**src/rtl/fetch_queue_unit.sv**
```systemverilog
// Fetch front end: PC, pipelined imem reads and an in-order instruction queue.
// Define FETCH_STATS_EN to add the stat_fetched / stat_flushed counters.
module fetch_queue_unit #(
   parameter int unsigned       ADDR_W   = 32,
   parameter int unsigned       INSTR_W  = 32,
   parameter int unsigned       DEPTH    = 4,
   parameter int unsigned       PC_STEP  = 4,
   parameter logic [ADDR_W-1:0] RESET_PC = '0
) (
   input  logic               clk,
   input  logic               rst,
   input  logic               start,
   input  logic               halt,
   output logic               imem_req,
   output logic [ADDR_W-1:0]  imem_addr,
   input  logic               imem_ready,
   input  logic               imem_rvalid,
   input  logic [INSTR_W-1:0] imem_rdata,
   input  logic               branch_taken,
   input  logic [ADDR_W-1:0]  branch_target,
   output logic               instr_valid,
   output logic [INSTR_W-1:0] instr,
   output logic [ADDR_W-1:0]  instr_pc,
   input  logic               instr_ready,
   output logic               busy
`ifdef FETCH_STATS_EN
   ,
   output logic [31:0]        stat_fetched,
   output logic [31:0]        stat_flushed
`endif
);

   localparam int PW = $clog2(DEPTH);
   localparam int CW = PW + 1;

   typedef enum logic [1:0] {IDLE, RUN, DRAIN} state_e;

   state_e             state_q, state_d;
   logic [ADDR_W-1:0]  pc_q, pc_d;
   logic [CW-1:0]      out_q, out_d;
   logic [CW-1:0]      disc_q, disc_d;
   logic [CW-1:0]      cnt_q, cnt_d;
   logic [PW-1:0]      hd_q, hd_d, tl_q, tl_d;
   logic [PW-1:0]      tw_q, tw_d, tr_q, tr_d;
   logic [INSTR_W-1:0] qd_q  [DEPTH];
   logic [ADDR_W-1:0]  qp_q  [DEPTH];
   logic [ADDR_W-1:0]  tag_q [DEPTH];
   logic               space, issue, pop;
   logic               flush, keep, drop;

   assign space = ({1'b0, cnt_q} + {1'b0, out_q}) < (CW+1)'(DEPTH);
   assign imem_req = (state_q == RUN) && space
                     && !halt && !branch_taken;
   assign imem_addr = pc_q;
   assign issue = imem_req && imem_ready;

   assign instr_valid = cnt_q != '0;
   assign instr = instr_valid ? qd_q[hd_q] : '0;
   assign instr_pc = instr_valid ? qp_q[hd_q] : '0;
   assign pop = instr_valid && instr_ready;
   assign busy = state_q != IDLE;

   // Redirect kills everything queued and marks all in-flight reads stale
   assign flush = branch_taken && (state_q != IDLE);
   assign drop = imem_rvalid && (disc_q != '0);
   assign keep = imem_rvalid && (disc_q == '0) && !flush;

   always_comb begin
      state_d = state_q;
      unique case (state_q)
         IDLE:    if (start) state_d = RUN;
         RUN:     if (halt) state_d = DRAIN;
         DRAIN:   if (out_q == '0) state_d = IDLE;
         default: state_d = IDLE;
      endcase
   end

   always_comb begin
      pc_d = pc_q;
      if (branch_taken) pc_d = branch_target;
      else if (issue) pc_d = pc_q + ADDR_W'(PC_STEP);
      out_d = out_q + CW'(issue) - CW'(imem_rvalid);
      disc_d = flush ? out_q - CW'(imem_rvalid)
                     : disc_q - CW'(drop);
      cnt_d = flush ? '0 : cnt_q + CW'(keep) - CW'(pop);
      hd_d = flush ? '0 : hd_q + PW'(pop);
      tl_d = flush ? '0 : tl_q + PW'(keep);
      tw_d = tw_q + PW'(issue);
      tr_d = tr_q + PW'(imem_rvalid);
   end

   always_ff @(posedge clk or posedge rst) begin
      if (rst) begin
         state_q <= IDLE;
         pc_q    <= RESET_PC;
         out_q   <= '0;
         disc_q  <= '0;
         cnt_q   <= '0;
         hd_q    <= '0;
         tl_q    <= '0;
         tw_q    <= '0;
         tr_q    <= '0;
      end else begin
         state_q <= state_d;
         pc_q    <= pc_d;
         out_q   <= out_d;
         disc_q  <= disc_d;
         cnt_q   <= cnt_d;
         hd_q    <= hd_d;
         tl_q    <= tl_d;
         tw_q    <= tw_d;
         tr_q    <= tr_d;
      end
   end

   always_ff @(posedge clk) begin
      if (keep) begin
         qd_q[tl_q] <= imem_rdata;
         qp_q[tl_q] <= tag_q[tr_q];
      end
      if (issue) tag_q[tw_q] <= pc_q;
   end

`ifdef FETCH_STATS_EN
   logic [31:0] fet_q, fls_q;
   logic [32:0] fls_sum;

   // Killed = unpopped queue entries plus in-flight reads not yet stale
   assign fls_sum = {1'b0, fls_q} + 33'(cnt_q) - 33'(pop)
                    + 33'(out_q) - 33'(disc_q);

   always_ff @(posedge clk or posedge rst) begin
      if (rst) begin
         fet_q <= '0;
         fls_q <= '0;
      end else begin
         if (issue && (fet_q != '1)) fet_q <= fet_q + 32'd1;
         if (flush) fls_q <= fls_sum[32] ? '1 : fls_sum[31:0];
      end
   end

   assign stat_fetched = fet_q;
   assign stat_flushed = fls_q;
`endif

   a_rsp_expected: assert property (
      @(posedge clk) disable iff (rst)
      imem_rvalid |-> (out_q != '0));

endmodule
```
**config.mk**
```make
export PLATFORM = sky130hd
export DESIGN_NAME = fetch_queue_unit
export DESIGN_NICKNAME = d
export VERILOG_FILES = /design/src/rtl/fetch_queue_unit.sv
export SDC_FILE = /design/constraint.sdc
export NUM_CORES = 1
export LEC_CHECK = 0
export CAP_MARGIN = 20
export CORE_UTILIZATION = 50
export CTS_BUF_LIST = sky130_fd_sc_hd__clkbuf_8
export CTS_CLUSTER_DIAMETER = 80
export CTS_CLUSTER_SIZE = 16
export DETAILED_ROUTE_END_ITERATION = 8
export PLACE_DENSITY = 0.71
export SETUP_SLACK_MARGIN = 0.02
export SLEW_MARGIN = 20
export SYNTH_ARGS = -nofsm -noshare
export SYNTH_HDL_FRONTEND = slang
export SYNTH_SLANG_ARGS = --single-unit
```
**constraint.sdc**
```tcl
create_clock -name clk -period 8.5 [get_ports clk]
set_input_delay 0.85 -clock clk [delete_from_list [all_inputs] [get_ports clk]]
set_output_delay 0.85 -clock clk [all_outputs]
set_load 0.02 [all_outputs]
```
==> results_dict.tcl <==
set metrics [dict create \
    outcome "finished, final reports clean" \
    synth_top_flop_cell "edfxtp_1" \
    multi_input_area_sq_um 4240 \
    relSlewSlack_pct 28.7 \
    htreeDepth 1 \
    clock-sinks 435 \
    power_density_nw_per_um2 276 \
    setup_violations 0 \
    wl_per_cell_um 21.7 \
    required_ps 7650 \
    synth_compound_area_share_pct 2.49 \
    reg2reg_from "out_q[1]" \
    dp_hpwl_um 19900 \
    min_path_type "flip-flop to flip-flop" \
    drt_iter0_drc 598 \
    wl_met2_um 16800 \
    overflow 0 \
    worst_pin_slew_ps 1060 \
    drv_slew 0 \
    vias_per_cell 5.76 \
    synth_edf_count 384 \
    tritoncts "done" \
    nFillCells 2477 \
    finalHoldViolations 0 \
    p_sw_mw 1.69 \
    drt-pass1-iter-count 5 \
    avgSynthCellArea_sq_um 19.2 \
    cts_resized 0 \
    synthSimpleGateAreaFrac_pct 6.92 \
    worstReg2RegEnd "tag_q[3][10]" \
    ctsHoldBuffers 0 \
    drive_above_1_share_pct 15.0 \
    critPathCaptureType "output port" \
    io_pins 171 \
    period_minus_slack_ps 4360 \
    synth_top_family_by_area "multiplexers" \
    via_count 8904 \
    cts-root-buf "clkbuf_8" \
    grt.total_usage_pct 19.2 \
    die_h_um 188 \
    final.period_utilization_pct 51.3 \
    min_to "state_q[0]" \
    arrival_ps 3510 \
    most-common-layout-cells "edfxtp_1 (384), clkdlybuf4s50_1 (170), mux4_2 (96), and2_1 (71), dfrtp_1 (47)" \
    cts_buffer_depth 3 \
    ff2ff_setup_slack_ps 5480 \
    worstSetupPathType "flip-flop to output port" \
    grt_first_pass_wirelength_um 52100 \
    fp.coreArea_sq_um 33800 \
    n_antenna_cell 0 \
    pwr-share-seq_pct 49.5 \
    crit_fanout 43 \
    synth_mux_area_share_pct 13.1 \
    p_leak_nw 6.57 \
    gp_congestion 0.814 \
    antenna_found_initial 0 \
    hold_start "state_q[1]" \
    die_w_um 188 \
    yosysSeqAreaShare_pct 74.1 \
    initial_core_util_pct 51.2 \
    finalClockSkew_ps 30.3 \
    worst_hold_path.num_cells 1 \
    ir_drop_mv 0.141 \
    combPwrFrac_pct 33.0 \
    drc 0 \
    finalWirelength_um 33500 \
    synthCells 902 \
    rows 67 \
    numCtsBuffers 31 \
    grt_pass1_vias 9078 \
    post_cts_buffers 0 \
    final_core_util_pct 59.3 \
    grt_max_degree 67 \
    switching_share_pct 30.6 \
    die_area_sq_um 35300 \
    clk_pin_slew_worst_paths_ps 100 \
    clock_insertion_delay_worst_skew_ps 600 \
    syn_to_final_growth_pct 16.0 \
    top_layer "met4" \
    port_buffers 170 \
    p_int_mw 3.84 \
    synth_nets 991 \
    final_common_cell "edfxtp_1" \
    fmax_ghz 0.230 \
    rsz0062_at_grt "false" \
    async_reset_ff_share_pct 11.7 \
    ys_types 53 \
    ant_nets 0 \
    nets 1162 \
    clkPwrFrac_pct 17.6 \
    wl_met1_um 14500 \
    maxCapViolations 0 \
    reg2regPathDepth 7 \
    ys.warnings.count 0 \
    seqCellArea_sq_um 12800 \
    wl_met3_um 1580 \
    synth-xor-area-share_pct 0.507 \
    synth_area_sq_um 17300 \
    start_kind "flip-flop" \
    synth-seq-cells 435 \
    synthAdderAreaFrac_pct 1.32 \
    fin_tns_setup_ps 0 \
]
==> state kept, by name (all words and copies together), names as in the netlist <==
signal and flops:
tl_q 2, state_q 2, tag_q 128, tr_q 2, imem_addr 32, tw_q 2
disc_q 3, out_q 3, qp_q 128, cnt_q 3, hd_q 2, qd_q 128
==> layout make-up <==
type | count | area share (%)
clock inverter | 26 | 0.549
sequential | 435 | 63.9
timing repair buffer | 186 | 9.09
inverter | 21 | 0.393
clock buffer | 31 | 2.13
tap | 448 | 2.80
multi-input combinational | 398 | 21.1
==> worst max-delay path, stage by stage, from the launching register on <==
cell	delay, ps
dfrtp_4	760
buf_4	780
mux4_2	630
and2_1	180
clkdlybuf4s50_1	540
==> layer usage <==
layer / vias to the layer above / track usage (%)
met5: - / 0
met4: 0 / 3.66
met3: 41 / 2.34
met2: 291 / 32.7
met1: 4601 / 27.0
li1: 3971 / -
==> cells by family after synthesis <==
kind of cell,count (synthesis)
flip-flops,435
buffers and inverters,69
AO/OA/AOI/OAI,58
XOR/XNOR,10
adder cells (fa/ha/maj),17
AND/OR/NAND/NOR,208
multiplexers,105
==> how the worst max path moves through the flow <==
| stage | cells past startpoint | start | slack (ps) | to |
|---|---|---|---|---|
| after floorplan | 4 | branch_taken | 1730 | qd_q[1][0] |
| after detailed placement | 8 | branch_taken | 4540 | tag_q[3][7] |
| after global routing | 4 | hd_q[0] | 3860 | instr_pc[6] |
| after global placement | 8 | branch_taken | 4620 | tag_q[3][7] |
| after CTS | 4 | hd_q[0] | 3980 | instr_pc[31] |
| final | 4 | hd_q[0] | 4140 | instr_pc[31] |
==> cell usage after synthesis (all sizes together), types with 15 or more instances <==
master  instances  share of area (%)
and2           71                2.6
mux4           96                 13
edfxtp        384                 67
nor2           15               0.33
dfrtp          51                7.4
clkbuf         27               0.59
nand2          31               0.67
ha             15                1.1
buf            21               0.59
nand3          23               0.67
inv            20               0.43
==> stage by stage <==
stage,hold slack [ps],area [sq um],setup slack [ps],power (mW),cells
after CTS,553,20000,3980,5.60,1545
after detailed placement,539,19500,4540,4.64,1488
after floorplan,464,17300,1730,3.89,902
after global routing,579,20000,3860,5.80,1545
final,570,20000,4140,5.53,1545
after global placement,534,19500,4620,4.62,1488
==> power by group through the flow <==
stage | Sequential, mW | Clock (mW) | Combinational [mW]
floorplan | 2.69 | 0 | 1.20
global placement | 2.78 | 0 | 1.84
detailed placement | 2.79 | 0 | 1.86
CTS | 2.74 | 1.00 | 1.86
global route | 2.76 | 1.07 | 1.96
finish | 2.73 | 0.972 | 1.82
Power figures use the tool's default switching activity.
